<file path="src/rtl/fp32_vec_accum.sv">
// Sequential FP32 accumulator: four cycles per element (capture, align, add, normalize).
// Zero/subnormal flush, truncating arithmetic, overflow saturates to infinity.
module fp32_vec_accum #(
    parameter int MAX_LEN = 1024,
    parameter int CNT_W   = $clog2(MAX_LEN + 1)
) (
    input  logic             clk,
    input  logic             rst_n,
    input  logic             in_valid,
    output logic             in_ready,
    input  logic [31:0]      in_data,
    input  logic             in_last,
    output logic             sum_valid,
    input  logic             sum_ready,
    output logic [31:0]      sum_data,
    output logic [CNT_W-1:0] sum_count
);

    typedef enum logic [2:0] {S_IN, S_ALIGN, S_ADD, S_NORM, S_OUT} state_t;

    state_t            state_q, state_d;
    logic [31:0]       acc_q, b_q, spec_val_q;
    logic              last_q, spec_q, sgn_q, sub_q;
    logic [CNT_W-1:0]  cnt_q;
    logic [7:0]        exp_q;
    logic [23:0]       ml_q, ms_q;
    logic [24:0]       sum_q;

    logic              a_inf, b_inf, a_zero, b_zero, a_ge, spec_c;
    logic [31:0]       l_op, s_op, spec_val_c, norm_c;
    logic [7:0]        d, exp_inc, exp_sub;
    logic [23:0]       s_sh, diff;
    logic [22:0]       diff_sh;
    logic [4:0]        lz;
    logic              found;

    always_ff @(posedge clk or negedge rst_n) begin
        if (!rst_n) state_q <= S_IN;
        else        state_q <= state_d;
    end

    always_comb begin
        state_d   = state_q;
        in_ready  = 1'b0;
        sum_valid = 1'b0;
        unique case (state_q)
            S_IN: begin
                in_ready = 1'b1;
                if (in_valid) state_d = S_ALIGN;
            end
            S_ALIGN: state_d = S_ADD;
            S_ADD:   state_d = S_NORM;
            S_NORM:  state_d = last_q ? S_OUT : S_IN;
            S_OUT: begin
                sum_valid = 1'b1;
                if (sum_ready) state_d = S_IN;
            end
            default: state_d = S_IN;
        endcase
    end

    // Classification and magnitude ordering; specials bypass the adder.
    always_comb begin
        a_inf      = &acc_q[30:23];
        b_inf      = &b_q[30:23];
        a_zero     = ~|acc_q[30:23];
        b_zero     = ~|b_q[30:23];
        a_ge       = acc_q[30:0] >= b_q[30:0];
        l_op       = a_ge ? acc_q : b_q;
        s_op       = a_ge ? b_q : acc_q;
        d          = l_op[30:23] - s_op[30:23];
        s_sh       = (d >= 8'd24) ? 24'd0 : ({1'b1, s_op[22:0]} >> d);
        spec_c     = 1'b1;
        spec_val_c = 32'h0;
        if (b_inf)                spec_val_c = {b_q[31], 8'hff, 23'h0};
        else if (a_inf)           spec_val_c = {acc_q[31], 8'hff, 23'h0};
        else if (a_zero && b_zero) spec_val_c = 32'h0;
        else if (a_zero)          spec_val_c = b_q;
        else if (b_zero)          spec_val_c = acc_q;
        else                      spec_c = 1'b0;
    end

    always_comb begin
        diff  = sum_q[23:0];
        lz    = 5'd0;
        found = 1'b0;
        for (int i = 23; i >= 0; i--) begin
            if (!found) begin
                if (diff[i]) found = 1'b1;
                else         lz = lz + 5'd1;
            end
        end
        diff_sh = diff[22:0] << lz;
        exp_inc = exp_q + 8'd1;
        exp_sub = exp_q - {3'b0, lz};
        norm_c  = 32'h0;
        if (spec_q) begin
            norm_c = spec_val_q;
        end else if (!sub_q) begin
            if (!sum_q[24])          norm_c = {sgn_q, exp_q, sum_q[22:0]};
            else if (&exp_inc)       norm_c = {sgn_q, 8'hff, 23'h0};
            else                     norm_c = {sgn_q, exp_inc, sum_q[23:1]};
        end else if (diff != 24'd0 && exp_q > {3'b0, lz}) begin
            norm_c = {sgn_q, exp_sub, diff_sh};
        end
    end

    always_ff @(posedge clk or negedge rst_n) begin
        if (!rst_n) begin
            acc_q      <= 32'h0;
            b_q        <= 32'h0;
            last_q     <= 1'b0;
            cnt_q      <= '0;
            spec_q     <= 1'b0;
            spec_val_q <= 32'h0;
            sgn_q      <= 1'b0;
            sub_q      <= 1'b0;
            exp_q      <= 8'h0;
            ml_q       <= 24'h0;
            ms_q       <= 24'h0;
            sum_q      <= 25'h0;
        end else begin
            unique case (state_q)
                S_IN: if (in_valid) begin
                    b_q    <= in_data;
                    last_q <= in_last || (cnt_q == CNT_W'(MAX_LEN - 1));
                    cnt_q  <= cnt_q + CNT_W'(1);
                end
                S_ALIGN: begin
                    spec_q     <= spec_c;
                    spec_val_q <= spec_val_c;
                    sgn_q      <= l_op[31];
                    sub_q      <= l_op[31] ^ s_op[31];
                    exp_q      <= l_op[30:23];
                    ml_q       <= {1'b1, l_op[22:0]};
                    ms_q       <= s_sh;
                end
                S_ADD: sum_q <= sub_q ? {1'b0, ml_q} - {1'b0, ms_q}
                                      : {1'b0, ml_q} + {1'b0, ms_q};
                S_NORM: acc_q <= norm_c;
                S_OUT: if (sum_ready) begin
                    acc_q <= 32'h0;
                    cnt_q <= '0;
                end
                default: ;
            endcase
        end
    end

    assign sum_data  = acc_q;
    assign sum_count = cnt_q;

endmodule

</file>
<file path="config.mk">
export PLATFORM = sky130hd
export DESIGN_NAME = fp32_vec_accum
export DESIGN_NICKNAME = d
export VERILOG_FILES = /design/src/rtl/fp32_vec_accum.sv
export SDC_FILE = /design/constraint.sdc
export NUM_CORES = 1
export LEC_CHECK = 0
export ABC_CLOCK_PERIOD_IN_PS = 33700
export BUFFER_PORTS_ARGS = -buffer_cell sky130_fd_sc_hd__buf_2
export CAP_MARGIN = 20
export CORE_ASPECT_RATIO = 1.1
export CORE_MARGIN = 8
export CORE_UTILIZATION = 60
export CTS_BUF_LIST = sky130_fd_sc_hd__clkbuf_2 sky130_fd_sc_hd__clkbuf_4 sky130_fd_sc_hd__clkbuf_8
export CTS_CLUSTER_SIZE = 28
export DETAILED_ROUTE_END_ITERATION = 8
export PLACE_DENSITY = 0.86
export SYNTH_ARGS = -nofsm -noshare
export SYNTH_HDL_FRONTEND = slang
export SYNTH_SLANG_ARGS = --single-unit
</file>
<file path="constraint.sdc">
create_clock -name clk -period 33.7 [get_ports clk]
set_input_delay 0 -clock clk [delete_from_list [all_inputs] [get_ports clk]]
set_output_delay 0 -clock clk [all_outputs]
set_load 0.02 [all_outputs]
</file>
==> results of run 1 <==
-- sequential cells by signal (all words and copies together), names as in the netlist, 3 cells and up --
signal,cells
b_q,32
exp_q,8
ml_q,24
ms_q,24
spec_val_q,32
state_q,3
sum_count,11
sum_data,32
sum_q,25
-- cell families after synthesis --
kind of cell,after synthesis
adders and majority gates,92
AOI/OAI and AO/OA,632
xor gates and xnor gates,107
buffers and inverters,243
DFF,195
and+or+nand+nor,714
muxes,101
-- cell usage after synthesis (19+ instances only) --
master      n  share of area
nor2b_1    32          0.012
nor3_1     38          0.012
nand2_1   285          0.065
o21ai_1    22         0.0067
nor2_1    185          0.042
o21ai_0   182          0.056
o31ai_1    21         0.0096
xnor2_1    73          0.039
clkbuf_1  113          0.026
xor2_1     22          0.012
inv_1     101          0.023
a211oi_1   20         0.0092
ha_1       84          0.064
a22oi_1    65          0.030
a21o_1     19         0.0087
a31oi_1    55          0.021
mux2i_1    79          0.048
dfrtp_1   195           0.30
nand3_1    27         0.0082
a21oi_1   124          0.038
-- through the flow --
step,hold slack [ps],util
after CTS,206,0.658
after floorplan,-296,-
after global placement,196,0.629
after global routing,244,0.659
final,123,0.659
after detailed placement,200,0.629
-- area by class of cell --
type,instances,area (sq um)
Multi-Input combinational cell,1646,10600
Fill cell,2240,9170
Sequential cell,195,4880
Timing Repair Buffer,140,950
Tap cell,357,447
Inverter,106,398
Clock buffer,20,269
Clock inverter,11,143
-- metal layers --
metal	wire length [um]	share of wire
met1	20800	0.40
met2	24600	0.47
met3	4760	0.091
met4	2430	0.046
met5	0	0
-- layout by cell type, fill, tap and decap left out, types with 38 or more instances in the layout --
cell     netlist  final
a21oi_1      124    124
a22oi_1       65     65
a31oi_1       55     55
buf_2          5     80
dfrtp_1      195    195
ha_1          84     84
inv_1        101    101
mux2i_1       79     79
nand2_1      285    285
nor2_1       185    183
nor3_1        38     38
o21ai_0      182    181
xnor2_1       73     71
-- critical path: cells and delay by family, from the launching register on --
| kind | cells | cell delay (ps) |
|---|---|---|
| compound gates | 32 | 5920 |
| buf+inv | 4 | 990 |
| mux | 5 | 1040 |
| fa+ha+maj | 13 | 4040 |
| flops | 1 | 570 |
| simple gates | 11 | 2000 |
| xor+xnor | 6 | 810 |
-- worst max path at each step --
stage	endpoint	slack [ps]	cells after the start
detailed placement	sum_data[0]$_DFFE_PN0P_	18530	71
finish	sum_data[0]$_DFFE_PN0P_	18230	71
global route	sum_data[0]$_DFFE_PN0P_	16840	71
floorplan	sum_data[30]$_DFFE_PN0P_	20210	71
CTS	sum_data[0]$_DFFE_PN0P_	18470	71
global placement	sum_data[0]$_DFFE_PN0P_	19080	71
-- what timing repair did --
item,4_1_cts,5_1_grt
endpoints found under the setup margin,0,0
gates resized for setup,0,0
hold buffers,37,0
hold endpoints to repair,157,0
==> results.py, run 1 <==
metrics = {
    "sta": {
        "setup-violations-final": 0,
        "hold_viol": 0,
        "max_clock_freq_mhz": 64.6,
        "fin_skew_ps": 22.3,
        "tns_ps": 0,
        "rsz0062_at_grt": "false",
        "slew_headroom": 0.207,
        "drv_slew": 0,
        "tightest_slew_ps": 1180,
        "finalCritPeriodShare": 0.459,
        "period_minus_slack_ps": 15470,
        "worst_slack_ps": 18230,
    },
    "cells_and_area": {
        "antennaDiodeCount": 0,
        "final_area_sq_um": 17700,
        "nets": 2229,
        "instances_no_fill": 2475,
        "drive_above_1_share": 0.0930,
        "area_growth_pct": 8.04,
    },
    "routing": {
        "via_per_inst": 6.56,
        "drtAntennaViolNets": 0,
        "drc": 0,
        "postRouteWirelength_mm": 52.6,
        "detailroute.via_count": 16200,
        "wl_per_cell_um": 21.2,
        "drt_pre_antenna_iters": 8,
        "drtIter0Drc": 1713,
    },
    "floorplanning": {
        "die_h_um": 189,
        "start_util": 0.610,
        "io_pins": 82,
        "core_area_sq_um": 26900,
        "die_area_sq_um": 32900,
        "die_w_um": 174,
        "rows": 63,
    },
    "cts": {
        "cts.sinks": 195,
        "cts-root-buf": "clkbuf_8",
        "worst_skew_pair.late_latency_ps": 500,
        "htreeDepth": 4,
        "cts_buffer_depth": 2,
        "cts_buffers": 17,
        "post_cts_buffers": 0,
        "cts_tree": "done",
        "clkTransAtPathRegs_ps": 110,
    },
    "placed_design": {
        "dpl_worst_slack_ps": 18530,
        "gp_congestion": 0.954,
        "dpl_cell_area_sq_um": 16900,
        "numPortBuffers": 81,
        "dp.cells": 2406,
        "dp_hpwl_mm": 38.4,
    },
    "grt": {
        "first_global_vias": 15700,
        "gr-usage-met2": 0.515,
        "met3_usage": 0.0618,
        "grt-ovfl-total": 0,
        "busiest_layer": "met2",
        "antenna_found_initial": 0,
        "grt_pass1_wl_mm": 83.9,
        "grt_max_degree": 122,
        "track_usage": 0.315,
        "met1_usage": 0.391,
    },
    "synth": {
        "syn_nets": 2207,
        "synth_compound_area_frac": 0.242,
        "yosysUniqueCellTypes": 91,
        "avgSynthCellArea_sq_um": 7.86,
        "yosysWarningCount": 0,
        "synthAdderAreaFrac": 0.0704,
        "synthSimpleGateAreaFrac": 0.202,
        "synth_seq_cells": 195,
        "synth_top_family_by_area": "compound AO/OA/AOI/OAI gates",
        "synth_xor_xnor_area_share": 0.0647,
        "synthCells": 2084,
        "synth_edf_count": 0,
        "synthMuxAreaShare": 0.0670,
        "ys.flop_type": "dfrtp_1",
        "async_reset_ff_frac": 1.00,
        "synth_area_sq_um": 16400,
        "synth-seq-area-share": 0.298,
    },
    "worst_setup_path": {
        "cp_max_fo": 23,
        "endpoint_kind": "flop",
        "reg2reg_slack_ps": 18230,
        "slowest_delay_ps": 570,
        "r2r_cells": 71,
        "r2r_end": "sum_data[0]$_DFFE_PN0P_",
        "cp_slowest_cell": "dfrtp_1",
        "critical_path_class": "reg2reg",
        "timing.rr.start": "sum_q[22]$_DFFE_PN0P_",
        "crit_path_start_kind": "flop",
        "startpoint": "sum_q[22]$_DFFE_PN0P_",
        "cp.arrival_ps": 15860,
        "cp.required_ps": 34090,
    },
    "run": {
        "cap_violations": 0,
    },
    "worst_hold_path": {
        "hold_path.class": "in2async",
    },
    "status": {
        "run_status": "finished, final reports clean",
    },
}
Power of run 1 is not shown: default switching activity piles up to over one toggle a cycle in this logic, so the estimate is an artifact.
==> run 2: changes to the inputs <==
--- a/config.mk
+++ b/config.mk
@@ -5,7 +5,7 @@
 export SDC_FILE = /design/constraint.sdc
 export NUM_CORES = 1
 export LEC_CHECK = 0
-export ABC_CLOCK_PERIOD_IN_PS = 33700
+export ABC_CLOCK_PERIOD_IN_PS = 14670
 export BUFFER_PORTS_ARGS = -buffer_cell sky130_fd_sc_hd__buf_2
 export CAP_MARGIN = 20
 export CORE_ASPECT_RATIO = 1.1
==> constraint.sdc (replaced) <==
create_clock -name clk -period 14.67 [get_ports clk]
set_input_delay 0 -clock clk [delete_from_list [all_inputs] [get_ports clk]]
set_output_delay 0 -clock clk [all_outputs]
set_load 0.02 [all_outputs]
==> run 2 against run 1 <==
Compared with the run above:
- die area did not move
- global-route usage fell by 0.52 points
- non-clock buffer count rose by 22
- critical path depth fell by 1
- via count rose by 0.71%
- setup slack got worse by 17000 ps
- final cell count rose by 0.89%
- clock skew fell by 3.5 ps
- critical endpoint is now sum_data[1]$_DFFE_PN0P_
- highest routed layer unchanged
==> results.py, run 2 (synthesized netlist as in run 1, its figures left out) <==
metrics = {
    "cells_and_area": {
        "instances_no_fill": 2497,
        "area_growth_pct": 9.79,
        "drive_above_1_share": 0.112,
        "final_common_cell": "nand2_1",
        "antennaDiodeCount": 0,
        "final_cell_mix": "nand2_1 (284), dfrtp_1 (192), nor2_1 (182)",
        "nets": 2251,
    },
    "worst_hold_path": {
        "hold_path.class": "in2async",
    },
    "placed_design": {
        "dp_hpwl_mm": 37.7,
        "numPortBuffers": 81,
        "dp.cells": 2412,
        "gp_congestion": 1.01,
        "dpl_worst_slack_ps": -25.8,
    },
    "sta": {
        "hold_viol": 0,
        "worst_slack_ps": 869,
        "tightest_slew_ps": 1060,
        "drv_slew": 0,
        "max_clock_freq_mhz": 72.5,
        "period_minus_slack_ps": 13800,
        "tns_ps": 0,
        "setup-violations-final": 0,
        "slew_headroom": 0.289,
        "finalCritPeriodShare": 0.941,
        "fin_skew_ps": 18.8,
    },
    "worst_setup_path": {
        "crit_path_start_kind": "flop",
        "cp_num_buf_inv": 4,
        "critical_path_class": "reg2reg",
        "cp_slowest_cell": "or4_1",
        "cp_max_fo": 8,
        "r2r_end": "sum_data[1]$_DFFE_PN0P_",
        "critPathTopFamily": "compound AO/OA/AOI/OAI gates",
        "reg2reg_slack_ps": 870,
        "cp.arrival_ps": 14200,
        "path_common_cell": "ha_1",
        "r2r_cells": 70,
        "slowest_delay_ps": 500,
        "timing.rr.start": "sum_q[22]$_DFFE_PN0P_",
        "endpoint_kind": "flop",
        "cp.required_ps": 15070,
    },
    "status": {
        "run_status": "finished, final reports clean",
    },
    "cts": {
        "cts_tree": "done",
        "cts_buffers": 17,
        "clkTransAtPathRegs_ps": 120,
        "worst_skew_pair.late_latency_ps": 500,
        "cts_buffer_depth": 2,
        "htreeDepth": 4,
        "cts.sinks": 195,
        "cts-root-buf": "clkbuf_8",
    },
    "floorplanning": {
        "die_w_um": 174,
        "rows": 63,
        "die_h_um": 189,
        "start_util": 0.610,
        "die_area_sq_um": 32900,
        "core_area_sq_um": 26900,
        "io_pins": 82,
    },
    "grt": {
        "busiest_layer": "met2",
        "met1_usage": 0.387,
        "grt_pass1_wl_mm": 82.8,
        "grt_max_degree": 112,
        "grt-ovfl-total": 0,
        "antenna_found_initial": 0,
        "first_global_vias": 15400,
        "met3_usage": 0.0482,
        "gr-usage-met2": 0.516,
        "track_usage": 0.310,
    },
    "routing": {
        "wl_per_cell_um": 21.1,
        "drc": 0,
        "drtAntennaViolNets": 0,
        "postRouteWirelength_mm": 52.7,
        "detailroute.via_count": 16400,
        "via_per_inst": 6.55,
        "drt_pre_antenna_iters": 6,
        "drtIter0Drc": 1928,
    },
    "run": {
        "cap_violations": 0,
    },
}
## run 2: changes by cell type in the layout (fill, tap and decap cells not counted), sizes merged
cell,change
dlygate4sd3,-1
inv,+1
buf,+23
clkbuf,-2
clkinv,-2
clkinvlp,+3
## run 2: worst register-to-register path: cells and delay by family, from the launching register on
family | cells | cell delay, ps
compound gates | 29 | 4550
fa+ha+maj | 14 | 4280
simple gates | 17 | 2720
mux | 4 | 600
buf+inv | 4 | 560
flops | 1 | 480
xor+xnor | 2 | 450
## run 2: cell type report
class	instances	area, sq um
Multi-Input combinational cell	1646	10700
Fill cell	2121	8890
Sequential cell	195	4880
Timing Repair Buffer	162	1130
Tap cell	357	447
Inverter	106	402
Clock buffer	18	248
Clock inverter	13	148
## run 2: repair_timing
item / in CTS / in global routing
gates cloned: 0 / 0
hold endpoints to repair: 146 / 0
pin swaps: 0 / 10
buffers inserted: 0 / 15
hold buffers: 36 / 0
endpoints found under the setup margin: 5 / 32
gates resized for setup: 3 / 25
## run 2: metrics by stage
stage	hold slack (ps)	instance area (sq um)	util
detailed placement	180	17000	0.631
finish	187	18000	0.669
global route	248	18000	0.669
global placement	171	17000	0.631
CTS	226	17700	0.659
floorplan	-296	16400	-
## run 2: metal layers
layer / up-vias / wire [um]
met5: - / 0
met3: 158 / 4650
met2: 913 / 24900
met1: 7731 / 20500
li1: 7561 / -
met4: 0 / 2640
## run 2: worst max-delay path by stage
| stage | startpoint | end | slack [ps] | cells after the start |
|---|---|---|---|---|
| after detailed placement | sum_q[21]$_DFFE_PN0P_ | sum_data[0]$_DFFE_PN0P_ | -30 | 71 |
| final | sum_q[22]$_DFFE_PN0P_ | sum_data[1]$_DFFE_PN0P_ | 870 | 70 |
| after global placement | sum_q[22]$_DFFE_PN0P_ | sum_data[1]$_DFFE_PN0P_ | 650 | 71 |
| after CTS | sum_q[23]$_DFFE_PN0P_ | sum_data[1]$_DFFE_PN0P_ | 30 | 71 |
| after global routing | sum_q[22]$_DFFE_PN0P_ | sum_data[1]$_DFFE_PN0P_ | -110 | 70 |
| after floorplan | sum_q[21]$_DFFE_PN0P_ | sum_data[30]$_DFFE_PN0P_ | 1180 | 71 |
Power of run 2 is left out for the same reason.
